File: config.mk
export PLATFORM = sky130hd
export DESIGN_NAME = ro_freq_meter
export DESIGN_NICKNAME = d
export VERILOG_FILES = /design/src/rtl/ro_freq_meter_pkg.sv /design/src/rtl/ro_freq_meter_sync.sv /design/src/rtl/ro_freq_meter.sv
export SDC_FILE = /design/constraint.sdc
export NUM_CORES = 1
export LEC_CHECK = 0
export CAP_MARGIN = 10
export CORE_UTILIZATION = 52
export DETAILED_ROUTE_END_ITERATION = 7
export PLACE_DENSITY = 0.81
export REMOVE_ABC_BUFFERS = 1
export SYNTH_ARGS = -nofsm -noshare
export SYNTH_HDL_FRONTEND = slang
export SYNTH_SLANG_ARGS = --single-unit
export TNS_END_PERCENT = 10
File: constraint.sdc
create_clock -name clk -period 3.2 [get_ports clk]
set_clock_uncertainty 0.05 [all_clocks]
set_input_delay 0.64 -clock clk [delete_from_list [all_inputs] [get_ports clk]]
set_output_delay 0.64 -clock clk [all_outputs]
set_load 0.01 [all_outputs]
File: src/rtl/ro_freq_meter_pkg.sv
// Shared types and constants for the ring-oscillator frequency meter.
// Holds the FSM state type, data_out byte selectors, status bit positions and config field layout.
package ro_freq_meter_pkg;

    typedef enum logic [1:0] {
        IDLE   = 2'd0,
        SETTLE = 2'd1,
        GATE   = 2'd2
    } state_t;

    localparam logic [1:0] BSEL_LO   = 2'd0;
    localparam logic [1:0] BSEL_HI   = 2'd1;
    localparam logic [1:0] BSEL_STAT = 2'd2;
    localparam logic [1:0] BSEL_RND  = 2'd3;

    localparam int STAT_BUSY  = 7;
    localparam int STAT_VALID = 6;
    localparam int STAT_OVF   = 5;
    localparam int STAT_CONT  = 4;

    // Config word, LSB first: window, channel, continuous flag.
    function automatic int cfg_win_lsb();
        return 0;
    endfunction

    function automatic int cfg_sel_lsb(input int win_w);
        return win_w;
    endfunction

    function automatic int cfg_cont_pos(input int sel_w, input int win_w);
        return sel_w + win_w;
    endfunction

    function automatic int cfg_base_width(input int sel_w, input int win_w);
        return 1 + sel_w + win_w;
    endfunction

endpackage

File: src/rtl/ro_freq_meter_sync.sv
// Multi-bit, multi-stage synchroniser bringing asynchronous inputs into the clk domain.
// Each bit is synchronised independently; no cross-bit coherency is implied.
module ro_sync #(
    parameter int WIDTH = 8,
    parameter int DEPTH = 2
) (
    input  logic             clk,
    input  logic             rst_n,
    input  logic [WIDTH-1:0] d,
    output logic [WIDTH-1:0] q
);

    logic [DEPTH-1:0][WIDTH-1:0] stg;

    // NOTE: sequential state uses non-blocking assignments so every flop samples pre-edge values.
    always_ff @(posedge clk or negedge rst_n) begin
        if (!rst_n) begin
            stg <= '0;
        end else begin
            stg <= {stg[DEPTH-2:0], d};
        end
    end

    assign q = stg[DEPTH-1];

endmodule

File: src/rtl/ro_freq_meter.sv
// Frequency meter: counts rising edges of one synchronised oscillator over a gate window of clk cycles.
// Optional macro RO_FREQ_METER_RANDOM_EN adds a masked-XOR random byte readable on byte_sel=3.
module ro_freq_meter
    import ro_freq_meter_pkg::*;
#(
    parameter int N_CH        = 8,
    parameter int SEL_W       = 3,
    parameter int WIN_W       = 12,
    parameter int CNT_W       = 16,
    parameter int SYNC_STAGES = 2
) (
    input  logic             clk,
    input  logic             rst_n,
    input  logic [N_CH-1:0]  osc_in,
    input  logic             cfg_shift,
    input  logic             cfg_dta,
    input  logic             start,
    input  logic             stop,
    input  logic [1:0]       byte_sel,
    output logic             busy,
    output logic             done,
    output logic [CNT_W-1:0] result,
    output logic [7:0]       data_out
);

    localparam int CFG_BASE_W = cfg_base_width(SEL_W, WIN_W);
`ifdef RO_FREQ_METER_RANDOM_EN
    localparam int CFG_W = CFG_BASE_W + N_CH;
`else
    localparam int CFG_W = CFG_BASE_W;
`endif
    localparam int WIN_LSB  = cfg_win_lsb();
    localparam int SEL_LSB  = cfg_sel_lsb(WIN_W);
    localparam int CONT_POS = cfg_cont_pos(SEL_W, WIN_W);
    localparam int ST_W     = $clog2(SYNC_STAGES + 1) + 1;

    state_t           state, state_n;
    logic             start_meas, gate_last;

    logic [CFG_W-1:0] cfg_sr;
    logic [WIN_W-1:0] cfg_win;
    logic [SEL_W-1:0] cfg_ch;
    logic             cfg_cont;

    logic [SEL_W-1:0] active_ch;
    logic [WIN_W-1:0] active_win;
    logic             active_cont;

    logic [WIN_W-1:0] win_cnt;
    logic [ST_W-1:0]  settle_cnt;
    logic [CNT_W-1:0] cnt, cnt_inc;
    logic             sat_hit, sat_seen;
    logic             ovf, valid, cont_active;

    logic [N_CH-1:0]  osc_sync;
    logic             cur, prev, rise;

    logic [15:0]      res_ext;
    logic [7:0]       stat_byte, rnd_out;

    // Config shift register; free to shift at any time, only sampled on an accepted start.
    always_ff @(posedge clk or negedge rst_n) begin
        if (!rst_n) begin
            cfg_sr <= '0;
        end else if (cfg_shift) begin
            cfg_sr <= {cfg_sr[CFG_W-2:0], cfg_dta};
        end
    end

    assign cfg_win  = cfg_sr[WIN_LSB +: WIN_W];
    assign cfg_ch   = cfg_sr[SEL_LSB +: SEL_W];
    assign cfg_cont = cfg_sr[CONT_POS];

    ro_sync #(
        .WIDTH (N_CH),
        .DEPTH (SYNC_STAGES)
    ) u_sync (
        .clk   (clk),
        .rst_n (rst_n),
        .d     (osc_in),
        .q     (osc_sync)
    );

    // NOTE: every always_comb output gets a default first, so no path can infer a latch.
    always_comb begin
        cur = 1'b0;
        for (int i = 0; i < N_CH; i++) begin
            if (active_ch == SEL_W'(i)) begin
                cur = osc_sync[i];
            end
        end
    end

    always_ff @(posedge clk or negedge rst_n) begin
        if (!rst_n) begin
            prev <= 1'b0;
        end else begin
            prev <= cur;
        end
    end

    assign rise    = cur & ~prev;
    assign sat_hit = rise && (cnt == '1);
    assign cnt_inc = (rise && !sat_hit) ? cnt + CNT_W'(1) : cnt;

    always_ff @(posedge clk or negedge rst_n) begin
        if (!rst_n) begin
            state <= IDLE;
        end else begin
            state <= state_n;
        end
    end

    // stop outranks both start and window completion.
    always_comb begin
        state_n    = state;
        start_meas = 1'b0;
        gate_last  = 1'b0;
        unique case (state)
            IDLE: begin
                if (start && !stop) begin
                    state_n    = SETTLE;
                    start_meas = 1'b1;
                end
            end
            SETTLE: begin
                if (stop) begin
                    state_n = IDLE;
                end else if (settle_cnt == '0) begin
                    state_n = GATE;
                end
            end
            GATE: begin
                if (stop) begin
                    state_n = IDLE;
                end else if (win_cnt == '0) begin
                    gate_last = 1'b1;
                    state_n   = active_cont ? GATE : IDLE;
                end
            end
            default: state_n = IDLE;
        endcase
    end

    // Window counter loads W-1; W=0 wraps to all-ones, giving 2^WIN_W gate cycles.
    always_ff @(posedge clk or negedge rst_n) begin
        if (!rst_n) begin
            active_ch   <= '0;
            active_win  <= '0;
            active_cont <= 1'b0;
            win_cnt     <= '0;
            settle_cnt  <= '0;
            cnt         <= '0;
            sat_seen    <= 1'b0;
            result      <= '0;
            ovf         <= 1'b0;
            valid       <= 1'b0;
            done        <= 1'b0;
        end else begin
            done <= 1'b0;
            if (start_meas) begin
                active_ch   <= cfg_ch;
                active_win  <= cfg_win;
                active_cont <= cfg_cont;
                win_cnt     <= cfg_win - WIN_W'(1);
                settle_cnt  <= ST_W'(SYNC_STAGES);
                cnt         <= '0;
                sat_seen    <= 1'b0;
                valid       <= 1'b0;
            end else if (state == SETTLE) begin
                settle_cnt <= settle_cnt - ST_W'(1);
            end else if (state == GATE && !stop) begin
                if (gate_last) begin
                    result   <= cnt_inc;
                    ovf      <= sat_seen | sat_hit;
                    valid    <= 1'b1;
                    done     <= 1'b1;
                    cnt      <= '0;
                    sat_seen <= 1'b0;
                    win_cnt  <= active_win - WIN_W'(1);
                end else begin
                    cnt      <= cnt_inc;
                    sat_seen <= sat_seen | sat_hit;
                    win_cnt  <= win_cnt - WIN_W'(1);
                end
            end
        end
    end

    assign busy        = (state != IDLE);
    assign cont_active = active_cont & busy;

`ifdef RO_FREQ_METER_RANDOM_EN
    logic [N_CH-1:0] rnd_mask;
    logic            rnd_bit;
    logic [7:0]      rnd_byte;

    assign rnd_mask = cfg_sr[CFG_W-1 -: N_CH];
    assign rnd_bit  = ^(osc_sync & rnd_mask);

    always_ff @(posedge clk or negedge rst_n) begin
        if (!rst_n) begin
            rnd_byte <= '0;
        end else begin
            rnd_byte <= {rnd_byte[6:0], rnd_bit};
        end
    end

    assign rnd_out = rnd_byte;
`else
    assign rnd_out = 8'h00;
`endif

    always_comb begin
        res_ext               = 16'(result);
        stat_byte             = '0;
        stat_byte[STAT_BUSY]  = busy;
        stat_byte[STAT_VALID] = valid;
        stat_byte[STAT_OVF]   = ovf;
        stat_byte[STAT_CONT]  = cont_active;
    end

    always_ff @(posedge clk or negedge rst_n) begin
        if (!rst_n) begin
            data_out <= '0;
        end else begin
            unique case (byte_sel)
                BSEL_LO:   data_out <= res_ext[7:0];
                BSEL_HI:   data_out <= res_ext[15:8];
                BSEL_STAT: data_out <= stat_byte;
                default:   data_out <= rnd_out;
            endcase
        end
    end

endmodule

* Word level (Yosys, flattened, before mapping)
Index checks and enable logic that the tools add are counted.
Widths: inputs -> output; s select.
** Cells by class
- Add/subtract/negate cells :: 5
- Multiply operators :: 0
- Div/mod/pow operators :: 0
- Order comparisons :: 0
- Equality and inequality tests :: 16
- Shifts and indexed selects :: 0
- Multiplexer cells :: 44
- Bitwise operators :: 6
- Reduce and logical (&&, ||, !) cells :: 19
** Operators with widths (count)
- $mux 16 :: 5
- $mux 12 :: 4
- $sub 12x1->12 const B :: 3
- $mux 1 :: 25
- $pmux 8 s3 :: 1
- $add 16x1->16 const B :: 1
- $eq 16x16->1 const B :: 1
- $eq 3x3->1 const B :: 4
- $logic_not 12->1 :: 1
- $mux 2 :: 6
- $reduce_bool 2->1 :: 4
- $eq 3x2->1 const B :: 2
- $logic_not 3->1 :: 2
- $mux 3 :: 2
- $ne 3x3->1 const B :: 2
- $pmux 2 s3 :: 1
- $reduce_and 3->1 :: 2
- $eq 2x1->1 const B :: 2
- $eq 2x2->1 const B :: 2
- $logic_and 1x1->1 :: 4
- $logic_not 2->1 :: 2
- $ne 2x2->1 const B :: 2
- $reduce_and 4->1 :: 1
- $eq 3x1->1 const B :: 1
- other kinds (6) :: 10
** Word-level totals
- Flip-flop bits (word level) :: 110
- Latch bits :: 0
- Bits in writable memories :: 0
- ROM bits :: 0
- Input port bits :: 16
- Output and inout bits :: 26
- Memories kept :: 0

* Depth between registers and ports, before layout
- Depth after elaboration :: 18
- Depth in mapped cells :: 14

* Cells and area by module
A second synthesis with hierarchy kept.
** Second synthesis, totals
- Cells, all modules :: 489
- Area total of the unflattened synthesis :: 5008.6 um^2
** By module, submodules not included
- ro_freq_meter :: times used 1, cells each 465, area each 4548.1 um^2, seq. area each 2352.3 um^2
- ro_sync :: times used 1, cells each 24, area each 460.4 um^2, seq. area each 400.4 um^2

* Worst setup path after synthesis
OpenSTA, ideal clock, no wires.
- Kind :: input-to-reg
- Start point :: input port stop
- End point :: register win_cnt[10]
- Arrival time :: 2899 ps
- Data required time :: 3016 ps
- Path slack :: 118 ps
- Cell stages on the path :: 13
- Path through :: or4b_4 -> buf_2 -> buf_2 -> buf_1 -> nand2_1 -> nand2_1 -> a21oi_1 -> ha_1 -> clkbuf_1 -> o31ai_1 -> nor4b_2 -> xnor2_1 -> o21ai_1
** Between the ends
- Word-level cells in the longest chain between the ends :: 6
** Ends and longest elaborated chain
- from (decl) :: RTL line ro_freq_meter.sv:18 : input logic stop,
- $mux 1 / $logic_not 1->1 (equally long branches) :: RTL line ro_freq_meter.sv:134, ro_freq_meter.sv:121, ro_freq_meter.sv:172
- $mux 1 / $logic_and 1x1->1 (equally long branches) :: RTL line ro_freq_meter.sv:119, ro_freq_meter.sv:121
- $mux 12 / $mux 1 (equally long branches) :: RTL line ro_freq_meter.sv:173, ro_freq_meter.sv:121
- $mux 12 / $mux 1 (equally long branches) :: RTL line ro_freq_meter.sv:172, ro_freq_meter.sv:119
- $mux 12, or another cell as far along :: RTL line ro_freq_meter.sv:170 : end else if (state == SETTLE) begin
- $mux 12 / $reduce_and 2->1 (equally long branches)
- to (signal assigned) :: RTL line ro_freq_meter.sv:165 : win_cnt <= cfg_win - WIN_W'(1);
- to (signal assigned) :: RTL line ro_freq_meter.sv:180 : win_cnt <= active_win - WIN_W'(1);
- to (signal assigned) :: RTL line ro_freq_meter.sv:184 : win_cnt <= win_cnt - WIN_W'(1);
- to (decl) :: RTL line ro_freq_meter.sv:49 : logic [WIN_W-1:0] win_cnt;
Parallel ways exist; a longest one is shown, timed or not. The select of a mux whose other input is x is not followed.
A chain may end at the register's enable or synchronous reset.

* Worst setup path after layout
- Start point :: input port start
- End point :: register win_cnt[10]
** Between the ends
- Word-level cells in the longest chain between the ends :: 5
** Ends and longest elaborated chain
- from (decl) :: RTL line ro_freq_meter.sv:17 : input logic start,
- $logic_and 1x1->1 * :: RTL line ro_freq_meter.sv:121 : if (start && !stop) begin
- $mux 1 * :: RTL line ro_freq_meter.sv:121
- $mux 1 * :: RTL line ro_freq_meter.sv:119 : unique case (state)
- $ne 2x2->1 (no source line) / $reduce_bool 2->1 (equally long branches)
- $reduce_and 2->1 (no source line)
Every way passes the cells marked *; elsewhere a longest branch is shown, timed or not.

==> impl_summary.log <==
[metrics] Floorplan Core Area: 9770 um^2
[metrics] number of fill cells: 803
[metrics] CTS tree: done
[metrics] die span in x: 102 um
[metrics] number of antenna violations at the first check in global routing: 0
[metrics] wire length after detailed routing: 11.4 mm
[metrics] worst hold path class: in -> async
[metrics] Global Route met3 Usage: 2.94%
[metrics] largest stage delay on the critical path: 0.51 ns
[metrics] number of levels the H-tree was split into: 3
[metrics] top fanout value on the critical path: 9
[metrics] final hold violation count: 0
[metrics] total setup violations reported at the end of the flow: 0
[metrics] Via Count: 4172
[metrics] starting density of the core: 53.5%
[metrics] largest net degree at the start of global routing: 57
[metrics] leakage component of the power: 2.58 nW
[metrics] busiest layer in global routing: met2
[metrics] number of buffers added on ports: 41
[metrics] unrepaired setup endpoints after global routing: no
[metrics] total inserted antenna cells: 0
[metrics] detailed-router iteration count before antenna repair: 5
[metrics] area of all placed cells without fillers: 6080 um^2
[metrics] IO Count: 42
[metrics] minimum setup slack in the final design: 0.434 ns
[metrics] timing-limited maximum frequency: 361 MHz
[metrics] y dimension of the die: 102 um
[metrics] #FFs+latches synth: 110
[metrics] Crit Path Class: in -> reg
[metrics] endpoint of the lowest-slack register-to-register path: win_cnt[4]
[metrics] Final nets: 589
[metrics] count of flip-flops with a built-in enable after synthesis: 0
[metrics] Post-CTS Resized: 0
[metrics] clock transition time at the flip-flop clock pins of the worst setup and hold paths: 0.10 ns
[metrics] Iteration-0 DRC Markers: 363
[metrics] Remaining Overflow, GRT: 0
[metrics] average cell area after synthesis: 9.99 um^2
[metrics] HPWL after DPL: 8.16 mm
[metrics] Routed wire per std cell: 16.2 um
[metrics] vias in the first global route: 3896
[metrics] number of sinks on the clock net: 110
[metrics] number of max-capacitance violations reported: 0
[metrics] Clock Latency Late Sink: 0.39 ns
[metrics] CP arrival: 2.97 ns
[metrics] Crit path max-delay family: simple AND/OR/NAND/NOR gates
[metrics] slowest library cell on the worst path: clkdlybuf4s50_1
[metrics] buffers inserted by post-CTS timing repair: 0
[metrics] met1 Usage GRT: 34.2%
[metrics] mapped cell area: 5230 um^2
[metrics] routed vias/inst: 5.90
[metrics] buffers plus inverters on the worst setup path: 1
[metrics] Overall Global Routing Usage: 23.8%
[metrics] Distinct cells, synth: 57
[metrics] r2r startpoint: win_cnt[6]
[metrics] hold bufs inserted after CTS: 0
[metrics] Register-to-Register Path Depth: 8
[metrics] clock buffer count from CTS: 9
[metrics] die outline area: 10500 um^2
[metrics] fin crit share: 86.4%
[metrics] run status: completed
[metrics] DP Worst Slack: 0.0351 ns
[metrics] worst rel slew slack: 50.8%
[metrics] cell count after synthesis: 524
[metrics] area grow syn2layout: 16.1%
[metrics] cell repeated most along the worst path: nand2_1
[metrics] synthesis warning total: 0
[metrics] shortest clock period the worst path allows after layout: 2.77 ns
[metrics] reg-to-reg slack, setup: 0.56 ns
[metrics] cell-by-cell trace of the critical path: clkdlybuf4s50_1 -> or4b_4 -> nand2_1 -> nand2_1 -> a21oi_1 -> ha_1 -> o31ai_1 -> nor4b_2 -> xnor2_1 -> o21ai_1
[metrics] Worst-Margin Slew: 0.731 ns
[metrics] library cell used as clock root buffer: clkbuf_8
[metrics] leading register cell type out of synthesis: dfrtp_1
[metrics] pwr dens: 632 nW/um^2
[metrics] number of buffers on the longest clock path: 2
[metrics] FFs w/ async S/R, synth: 100%
[metrics] share of layout cells above drive strength 1: 11.3%
[metrics] element type at the critical path start: input pin
[metrics] global placer's final weighted congestion: 0.973
[metrics] Slew Viols, Final: 0
[metrics] crit path from: start
[metrics] peak supply drop: 0.280 mV
[metrics] met2 Resource Use GR: 36.7%
[metrics] critical path endpoint category: flop
[metrics] DRC violations left: 0
[metrics] area of placed instances: 5860 um^2
[metrics] number of cells on the critical path: 10
[metrics] part of the Yosys area used for sequential elements: 52.6%
[metrics] count of standard-cell rows: 36
[metrics] global-route wire length before repair: 19.0 mm
[metrics] DRT antenna net count: 0
[metrics] Worst Path Required: 3.40 ns
[metrics] end point of the critical path: win_cnt[10]
-- final cells by class --
type                       count  area, um^2  area share, %
multi-input combinational    382        2350           38.7
clock buffer                   9         124           2.04
sequential                   110        2750           45.3
timing repair buffer          58         561           9.22
clock inverter                 7        91.3           1.50
inverter                       8        30.0          0.494
tap                          133         166           2.74
-- worst register-to-register path: stages, from the launching register on --
cell      delay [ns]
dfrtp_1         0.45
nor4_1          0.68
and4_1          0.36
a21oi_1         0.11
ha_1            0.31
o211ai_1        0.19
o211ai_1        0.14
a31oi_1         0.18
a31oi_1         0.05
-- state kept, by name, summed over array words and instances, names as in the netlist --
name         cells
u_sync.q         8
valid            1
state            2
active_cont      1
cnt             16
u_sync.stg       8
ovf              1
sat_seen         1
done             1
prev             1
data_out         8
settle_cnt       3
active_win      12
result          16
win_cnt         12
cfg_sr          16
active_ch        3
-- through the flow --
step / power [W] / TNS, ns / util [%] / hold WS (ns) / cells
after global routing: 0.00407 / 0 / 62.2 / 0.299 / 707
after floorplan: 0.00260 / -0.742 / - / 0.281 / 500
final: 0.00384 / 0 / 62.2 / 0.239 / 707
after CTS: 0.00384 / 0 / 62.2 / 0.272 / 707
after detailed placement: 0.00297 / 0 / 60.0 / 0.285 / 691
after global placement: 0.00292 / 0 / 60.0 / 0.284 / 691
-- worst min path at each step --
stage / from / endpoint / slack [ns]
after floorplan: u_sync.stg[0] / u_sync.q[0] / 0.28
after global placement: u_sync.stg[4] / u_sync.q[4] / 0.28
after detailed placement: u_sync.stg[2] / u_sync.q[2] / 0.28
final: rst_n / settle_cnt[0] / 0.24
after CTS: rst_n / settle_cnt[0] / 0.27
after global routing: rst_n / settle_cnt[0] / 0.30
-- cell usage in the layout, fill, tap and decap left out, types with 3 or more instances in the layout --
cell type        netlist  layout
o21ai_1                5       5
mux2i_1               12      12
a31oi_1               15      15
ha_1                   4       4
nand3_1                9       9
inv_1                  8       8
mux2_2                19      19
clkbuf_8               0       9
or3_1                  4       4
or4_1                  3       3
o31ai_1                5       5
a21oi_1               23      23
a22o_1                 4       4
nand2_1              101     101
o21ai_0               39      39
nor3_1                14      14
buf_4                  2      16
nor4_1                 4       4
nor2b_1                3       3
nand4_1               10      10
a211oi_1               3       3
clkdlybuf4s50_1        0      40
and4_1                 3       3
dfrtp_1              110     110
nor2_1                38      38
xnor2_1               11      11
xor2_1                 9       9
o211ai_1               9       9
nand2b_1               3       3
-- layer usage --
layer	part of all wire [%]	up-vias
met2	46	164
met5	0	-
met4	1.8	0
met3	6.1	15
met1	46	2037
li1	-	1956
-- synth_stat cells (5+ instances only) --
cell / count / area [um^2]
mux2_2: 19 / 214
o211ai_1: 9 / 67.6
o21ai_0: 39 / 195
nor2_1: 38 / 143
xnor2_1: 11 / 96.3
dfrtp_1: 110 / 2750
nand2_1: 101 / 379
nand4_1: 10 / 62.6
o31ai_1: 5 / 37.5
clkbuf_1: 11 / 41.3
mux2i_1: 12 / 120
o21ai_1: 5 / 25.0
xor2_1: 9 / 78.8
a31oi_1: 15 / 93.8
a21oi_1: 23 / 115
nor3_1: 14 / 70.1
inv_1: 8 / 30.0
buf_2: 7 / 35.0
nand3_1: 9 / 45.0
-- logic make-up (layout without fill, tap and decap cells) --
logic type / after synthesis / after routing / share of synthesized area, %
compound gates: 115 / 115 / 13.4
buf+inv: 32 / 82 / 2.63
simple gates: 209 / 209 / 19.4
xor+xnor: 20 / 20 / 3.35
fa+ha+maj: 4 / 4 / 0.956
flops: 110 / 110 / 52.6
mux: 34 / 34 / 7.75
-- report_power, final --
part	switching (W)	total [W]	internal, W
sequential	0.000345	0.00201	0.00166
clock	0.000504	0.000883	0.000379
combinational	0.000507	0.000946	0.000438
total	0.00136	0.00384	0.00248
(Power assumes the default switching activity.)
